<file path="config.mk">
export PLATFORM = sky130hd
export DESIGN_NAME = dmem_access_stage_flat
export DESIGN_NICKNAME = d
export VERILOG_FILES = /design/src/rtl/dmem_if.sv /design/src/rtl/dmem_access_stage.sv /design/src/flat_wrapper.sv
export SDC_FILE = /design/constraint.sdc
export NUM_CORES = 1
export LEC_CHECK = 0
export CAP_MARGIN = 10
export CORE_ASPECT_RATIO = 1.1
export CORE_MARGIN = 2
export CORE_UTILIZATION = 35
export CTS_BUF_LIST = sky130_fd_sc_hd__clkbuf_16
export DETAILED_ROUTE_END_ITERATION = 12
export GPL_TIMING_DRIVEN = 0
export PLACE_DENSITY_LB_ADDON = 0.3
export SLEW_MARGIN = 20
export SYNTH_ARGS = -nofsm -noshare
export SYNTH_HDL_FRONTEND = slang
export SYNTH_SLANG_ARGS = --single-unit
</file>
<file path="constraint.sdc">
create_clock -name clk -period 1.68 [get_ports clk]
set_clock_uncertainty 0.2 [all_clocks]
set_input_delay 0.336 -clock clk [delete_from_list [all_inputs] [get_ports clk]]
set_output_delay 0.336 -clock clk [all_outputs]
set_load 0.03 [all_outputs]
</file>
<file path="src/rtl/dmem_if.sv">
// Data-memory request/ready bus between the MEM stage (master) and data memory (slave).
interface dmem_if;
  logic        dmem_req;
  logic        dmem_we;
  logic [31:0] dmem_addr;
  logic [31:0] dmem_wdata;
  logic [3:0]  dmem_wstrb;
  logic        dmem_ready;
  logic [31:0] dmem_rdata;

  modport master (
    output dmem_req, dmem_we, dmem_addr, dmem_wdata, dmem_wstrb,
    input  dmem_ready, dmem_rdata
  );

  modport slave (
    input  dmem_req, dmem_we, dmem_addr, dmem_wdata, dmem_wstrb,
    output dmem_ready, dmem_rdata
  );
endinterface

</file>
<file path="src/rtl/dmem_access_stage.sv">
// RV32I memory-access stage: load/store to request/ready bus with byte lanes and load formatting.
// Optional misaligned-access trap is enabled with `define DMEM_MISALIGN_TRAP_EN.
module dmem_access_stage (
  input  logic        clk,
  input  logic        rst_n,
  input  logic [31:0] alu_result_m,
  input  logic [31:0] write_data_m,
  input  logic [2:0]  funct3_m,
  input  logic        mem_read_m,
  input  logic        mem_write_m,
  output logic [31:0] read_data_m,
  output logic        stall_m,
  output logic        misalign_m,
  dmem_if.master      dmem
);

  typedef enum logic [1:0] {IDLE, BUSY, DONE} state_t;

  state_t      state;
  logic [31:0] addr_q;
  logic        we_q;
  logic [31:0] wdata_q;
  logic [3:0]  wstrb_q;
  logic [1:0]  off_q;
  logic [2:0]  f3_q;
  logic [31:0] rdata_q;
  logic        rd_valid_q;

  logic        access;
  logic        misaligned;
  logic        issue;
  logic [1:0]  offset;
  logic [31:0] st_wdata;
  logic [3:0]  st_wstrb;

  assign access = mem_read_m | mem_write_m;
  assign offset = alu_result_m[1:0];

  always_comb begin
    st_wdata = write_data_m;
    st_wstrb = 4'b1111;
    case (funct3_m)
      3'b000: begin
        st_wdata = {4{write_data_m[7:0]}};
        st_wstrb = 4'b0001 << offset;
      end
      3'b001: begin
        // Misaligned halves fall back to the half selected by offset[1].
        st_wdata = {2{write_data_m[15:0]}};
        st_wstrb = offset[1] ? 4'b1100 : 4'b0011;
      end
      default: begin
        st_wdata = write_data_m;
        st_wstrb = 4'b1111;
      end
    endcase
  end

`ifdef DMEM_MISALIGN_TRAP_EN
  logic mis_q;

  always_comb begin
    misaligned = 1'b0;
    if (funct3_m[1:0] == 2'b01)
      misaligned = offset[0];
    else if (funct3_m == 3'b010)
      misaligned = (offset != 2'b00);
  end

  assign misalign_m = mis_q;
`else
  assign misaligned = 1'b0;
  assign misalign_m = 1'b0;
`endif

  // Reset gates the combinational IDLE request so outputs drop without a clock edge.
  assign issue   = rst_n & (state == IDLE) & access & ~misaligned;
  assign stall_m = (rst_n & (state == IDLE) & access) | (state == BUSY);

  always_comb begin
    dmem.dmem_req   = 1'b0;
    dmem.dmem_we    = 1'b0;
    dmem.dmem_addr  = 32'd0;
    dmem.dmem_wdata = 32'd0;
    dmem.dmem_wstrb = 4'd0;
    if (issue) begin
      dmem.dmem_req   = 1'b1;
      dmem.dmem_we    = mem_write_m;
      dmem.dmem_addr  = {alu_result_m[31:2], 2'b00};
      dmem.dmem_wdata = mem_write_m ? st_wdata : 32'd0;
      dmem.dmem_wstrb = mem_write_m ? st_wstrb : 4'd0;
    end else if (state == BUSY) begin
      dmem.dmem_req   = 1'b1;
      dmem.dmem_we    = we_q;
      dmem.dmem_addr  = addr_q;
      dmem.dmem_wdata = wdata_q;
      dmem.dmem_wstrb = wstrb_q;
    end
  end

  function automatic logic [31:0] load_fmt(input logic [31:0] word,
                                           input logic [1:0]  off,
                                           input logic [2:0]  f3);
    logic [7:0]  b;
    logic [15:0] h;
    b = word[8*off +: 8];
    h = off[1] ? word[31:16] : word[15:0];
    case (f3)
      3'b000:  load_fmt = {{24{b[7]}}, b};
      3'b100:  load_fmt = {24'd0, b};
      3'b001:  load_fmt = {{16{h[15]}}, h};
      3'b101:  load_fmt = {16'd0, h};
      default: load_fmt = word;
    endcase
  endfunction

  assign read_data_m = ((state == DONE) && rd_valid_q) ? load_fmt(rdata_q, off_q, f3_q) : 32'd0;

  always_ff @(posedge clk or negedge rst_n) begin
    if (!rst_n) begin
      state      <= IDLE;
      addr_q     <= 32'd0;
      we_q       <= 1'b0;
      wdata_q    <= 32'd0;
      wstrb_q    <= 4'd0;
      off_q      <= 2'd0;
      f3_q       <= 3'd0;
      rdata_q    <= 32'd0;
      rd_valid_q <= 1'b0;
`ifdef DMEM_MISALIGN_TRAP_EN
      mis_q      <= 1'b0;
`endif
    end else begin
      case (state)
        IDLE: begin
          if (access) begin
            if (misaligned) begin
              state <= DONE;
`ifdef DMEM_MISALIGN_TRAP_EN
              mis_q <= 1'b1;
`endif
            end else begin
              addr_q  <= {alu_result_m[31:2], 2'b00};
              we_q    <= mem_write_m;
              wdata_q <= mem_write_m ? st_wdata : 32'd0;
              wstrb_q <= mem_write_m ? st_wstrb : 4'd0;
              off_q   <= offset;
              f3_q    <= funct3_m;
              if (dmem.dmem_ready) begin
                state <= DONE;
                if (!mem_write_m) begin
                  rdata_q    <= dmem.dmem_rdata;
                  rd_valid_q <= 1'b1;
                end
              end else begin
                state <= BUSY;
              end
            end
          end
        end
        BUSY: begin
          if (dmem.dmem_ready) begin
            state <= DONE;
            if (!we_q) begin
              rdata_q    <= dmem.dmem_rdata;
              rd_valid_q <= 1'b1;
            end
          end
        end
        default: begin
          state      <= IDLE;
          rd_valid_q <= 1'b0;
`ifdef DMEM_MISALIGN_TRAP_EN
          mis_q      <= 1'b0;
`endif
        end
      endcase
    end
  end

endmodule

</file>
<file path="src/flat_wrapper.sv">
// flat-port wrapper written by rule: the top's interface ports become plain ports
module dmem_access_stage_flat 
  (clk, rst_n, alu_result_m, write_data_m, funct3_m, mem_read_m, mem_write_m, read_data_m, stall_m, misalign_m, dmem_dmem_req, dmem_dmem_we, dmem_dmem_addr, dmem_dmem_wdata, dmem_dmem_wstrb, dmem_dmem_ready, dmem_dmem_rdata);
  dmem_if dmem_i ();
  input  logic clk;
  input  logic rst_n;
  input  logic [31:0] alu_result_m;
  input  logic [31:0] write_data_m;
  input  logic [2:0] funct3_m;
  input  logic mem_read_m;
  input  logic mem_write_m;
  output logic [31:0] read_data_m;
  output logic stall_m;
  output logic misalign_m;
  output wire logic [$bits(dmem_i.dmem_req)-1:0] dmem_dmem_req;
  output wire logic [$bits(dmem_i.dmem_we)-1:0] dmem_dmem_we;
  output wire logic [$bits(dmem_i.dmem_addr)-1:0] dmem_dmem_addr;
  output wire logic [$bits(dmem_i.dmem_wdata)-1:0] dmem_dmem_wdata;
  output wire logic [$bits(dmem_i.dmem_wstrb)-1:0] dmem_dmem_wstrb;
  input wire logic [$bits(dmem_i.dmem_ready)-1:0] dmem_dmem_ready;
  input wire logic [$bits(dmem_i.dmem_rdata)-1:0] dmem_dmem_rdata;
  assign dmem_dmem_req = dmem_i.dmem_req;
  assign dmem_dmem_we = dmem_i.dmem_we;
  assign dmem_dmem_addr = dmem_i.dmem_addr;
  assign dmem_dmem_wdata = dmem_i.dmem_wdata;
  assign dmem_dmem_wstrb = dmem_i.dmem_wstrb;
  assign dmem_i.dmem_ready = dmem_dmem_ready;
  assign dmem_i.dmem_rdata = dmem_dmem_rdata;
  dmem_access_stage u_core (.clk(clk), .rst_n(rst_n), .alu_result_m(alu_result_m), .write_data_m(write_data_m), .funct3_m(funct3_m), .mem_read_m(mem_read_m), .mem_write_m(mem_write_m), .read_data_m(read_data_m), .stall_m(stall_m), .misalign_m(misalign_m), .dmem(dmem_i));
endmodule
</file>
==> impl_metrics.py <==
metrics = {
    "synth": {
        "synth_cell_types": 33,
        "ys_seq_area_share_pct": 45.9,
        "synth_commonest_cells": "nand2_1, dfrtp_1, o21ai_0",
        "yosys.area.top_type": "dfrtp_1",
        "synthCells": 639,
        "synth_ff_type": "dfrtp_1",
        "synth_area_leaders": "dfrtp_1, nand2_1, mux2_2",
        "ys_warn_count": 0,
        "avgSynthCellArea_um2": 9.13,
        "syn_area_um2": 5840,
        "ys_ff_latch": 107,
        "yosysMostFrequentCell": "nand2_1",
        "synthArstFlopShare_pct": 100,
        "synth_edf_count": 0,
        "synth_top_area_share_pct": 45.9,
    },
    "critical_path": {
        "crit_buf_inv": 1,
        "crit_family": "compound AO/OA/AOI/OAI gates",
        "worstPathMaxFanout": 4,
        "crit_type": "reg2out",
        "arrival_ns": 1.96,
        "cp_data_required_time_ns": 1.14,
        "slowest_delay_ns": 0.45,
        "end_kind": "output pin",
        "crit_slowest_cell": "dfrtp_2",
        "start_kind": "register",
        "path_cells": "mux2i_4 -> o22ai_4 -> a211oi_1 -> nor2_2 -> clkdlybuf4s15_2",
    },
    "global_routing": {
        "antenna_found_initial": 1,
        "grt_pass1_wl_um": 32400,
        "grt_max_degree": 54,
        "globalRouteOverflowTotal": 0,
        "grt_use_total_pct": 23.2,
        "grt_pass1_vias": 6053,
    },
    "sta": {
        "period_share_pct": 148,
        "hold_ws_ns": -0.345,
        "slew_violations": 0,
        "setup_viol": 133,
        "fin_tns_setup_ns": -76.62,
        "clock.fmax_ghz": 0.401,
        "max_slew.worst_pin.slew_ns": 0.520,
        "worst_slack_ns": -0.812,
        "rsz0062_at_grt": "true",
        "slew_headroom_pct": 65.0,
        "post-route-min-period_ns": 2.49,
        "hold_viol": 77,
    },
    "clock_network": {
        "clk_path_buf_depth": 2,
        "cts-htree-levels": 3,
        "numCtsBuffers": 9,
        "cts_tree": "yes",
        "cts_sinks": 107,
        "clock_latency_ns": 0.36,
        "clk_pin_slew_ns": 0.07,
        "cts-root-buf": "clkbuf_16",
    },
    "power": {
        "finalPower_mw": 10.1,
        "ir_drop_mv": 0.624,
        "p_leak_nw": 5.26,
        "power_density_nw_per_um2": 908,
    },
    "placement": {
        "post-dp-hpwl_um": 14100,
        "gp_congestion": 0.848,
        "port_buffers": 204,
    },
    "detailed_routing": {
        "drt_iter0_markers": 267,
        "vias": 5946,
        "drt_pass1_iterations": 6,
        "drc": 0,
        "met3WireLength_um": 1190,
        "detail-route-antenna-nets": 0,
        "dr_wl_met2_um": 11000,
        "totalWireLength_um": 21800,
        "dr.max_layer_used": "met5",
        "vias_per_cell": 5.28,
        "wl_per_cell_um": 19.3,
        "met1_length_um": 9010,
    },
    "worst_hold_path": {
        "min_path_type": "in2async",
    },
    "layout": {
        "seqCellArea_um2": 2680,
        "fillers": 1179,
        "antenna_cells": 0,
        "final_nets": 1021,
        "multi_input_area_um2": 4260,
        "syn_to_final_growth_pct": 90.4,
        "drive_above_1_share_pct": 48.3,
    },
    "die": {
        "dieArea_um2": 17700,
        "io_pins": 208,
        "dieHeight_um": 139,
        "row_count": 49,
        "dieWidth_um": 127,
        "core-area_um2": 16300,
        "start_util_pct": 35.8,
    },
    "flow_run": {
        "drv_cap": 0,
    },
    "run_status": {
        "status": "finished, violations left",
        "violations": "negative hold slack, negative setup slack",
    },
}
[per-stage QoR]
step | std cells | worst slack, ns | cell area (µm²) | utilization, %
after floorplan | 641 | -0.312 | 6720 | -
after global placement | 1049 | -6.27 | 9020 | 55.3
after detailed placement | 1050 | -1.65 | 9040 | 55.5
after CTS | 1118 | -0.877 | 10500 | 64.4
after global routing | 1126 | -0.877 | 11100 | 68.1
final | 1126 | -0.812 | 11100 | 68.1
[placed cells by master (no fill, tap or decap), types with 3 or more instances in the layout]
| cell type | netlist | layout |
|---|---|---|
| a21oi_2 | 0 | 7 |
| a21oi_4 | 0 | 10 |
| a22o_1 | 62 | 13 |
| a22o_4 | 0 | 49 |
| buf_12 | 0 | 21 |
| buf_2 | 20 | 6 |
| buf_4 | 9 | 22 |
| buf_6 | 5 | 137 |
| buf_8 | 0 | 12 |
| clkbuf_16 | 0 | 13 |
| clkbuf_8 | 0 | 5 |
| clkdlybuf4s50_1 | 0 | 97 |
| conb_1 | 1 | 3 |
| dfrtp_1 | 107 | 104 |
| dfrtp_2 | 0 | 3 |
| dlygate4sd2_1 | 0 | 5 |
| inv_1 | 4 | 3 |
| mux2_2 | 52 | 19 |
| mux2_4 | 0 | 35 |
| mux2i_1 | 12 | 10 |
| nand2_1 | 203 | 155 |
| nand2_2 | 0 | 15 |
| nand2_4 | 0 | 22 |
| nand2_8 | 0 | 12 |
| nand2b_1 | 4 | 4 |
| nand3_1 | 8 | 8 |
| nand3b_1 | 8 | 8 |
| nor2_1 | 5 | 3 |
| nor2_4 | 0 | 3 |
| o21ai_0 | 79 | 41 |
| o21ai_1 | 1 | 11 |
| o21ai_2 | 0 | 14 |
| o21ai_4 | 0 | 14 |
[sequential cells by signal, summed over array words and instances (netlist names)]
| register | flops |
|---|---|
| u_core.wdata_q | 32 |
| u_core.rd_valid_q | 1 |
| u_core.wstrb_q | 4 |
| u_core.rdata_q | 32 |
| u_core.addr_q | 30 |
| u_core.off_q | 2 |
| u_core.f3_q | 3 |
| u_core.we_q | 1 |
| u_core.state | 2 |
[power by group]
group	leakage, nW	total, mW	internal [mW]	switching [mW]
Clock	0.128	2.03	1.00	1.03
Sequential	1.31	3.71	3.16	0.552
Combinational	3.82	4.34	2.30	2.04
Total	5.26	10.1	6.46	3.63
[per-layer routing]
metal  vias up  track usage [%]
met5         -                0
met4         2             7.46
met3        38             5.19
met2       183             40.0
met1      2944             28.9
li1       2779                -
[path summary, 6_finish.rpt]
| path | start | endpoint | slack [ns] | depth (start not counted) |
|---|---|---|---|---|
| max | u_core.off_q[0] | read_data_m[15] | -0.81 | 5 |
| min | rst_n | u_core.wdata_q[26] | -0.34 | 1 |
| max reg2reg | u_core.state[0] | u_core.rdata_q[17] | -0.26 | 7 |
| min reg2reg | u_core.addr_q[5] | u_core.addr_q[5] | 0.31 | 2 |
| max in group asynchronous | rst_n | u_core.wdata_q[31] | 1.00 | 2 |
| min in group clk | funct3_m[2] | u_core.f3_q[2] | 0.30 | 3 |
[cells by family after synthesis]
group / count (synthesis) / share of synthesized area (%)
mux: 67 / 12.7
other cells: 1 / 0.0643
compound gates: 166 / 19.0
flops: 107 / 45.9
buf+inv: 55 / 5.19
simple gates: 243 / 17.2
[area by class of cell]
type,count,share of cell area (%)
well taps,204,2.30
clock inverters,7,0.394
inverters,4,0.135
clock buffers,9,2.03
repair buffers,265,26.9
flip-flops and latches,107,24.1
multi-input cells,480,38.3
plain buffers,50,5.74
[repair_timing]
item,4_1_cts,5_1_grt
gates resized for setup,837,170
gates cloned,11,3
setup buffers,41,14
endpoints found under the setup margin,198,200
pin swaps,25,52
endpoints found under the hold margin,77,51
No activity file was read; power rests on OpenSTA's default activity.
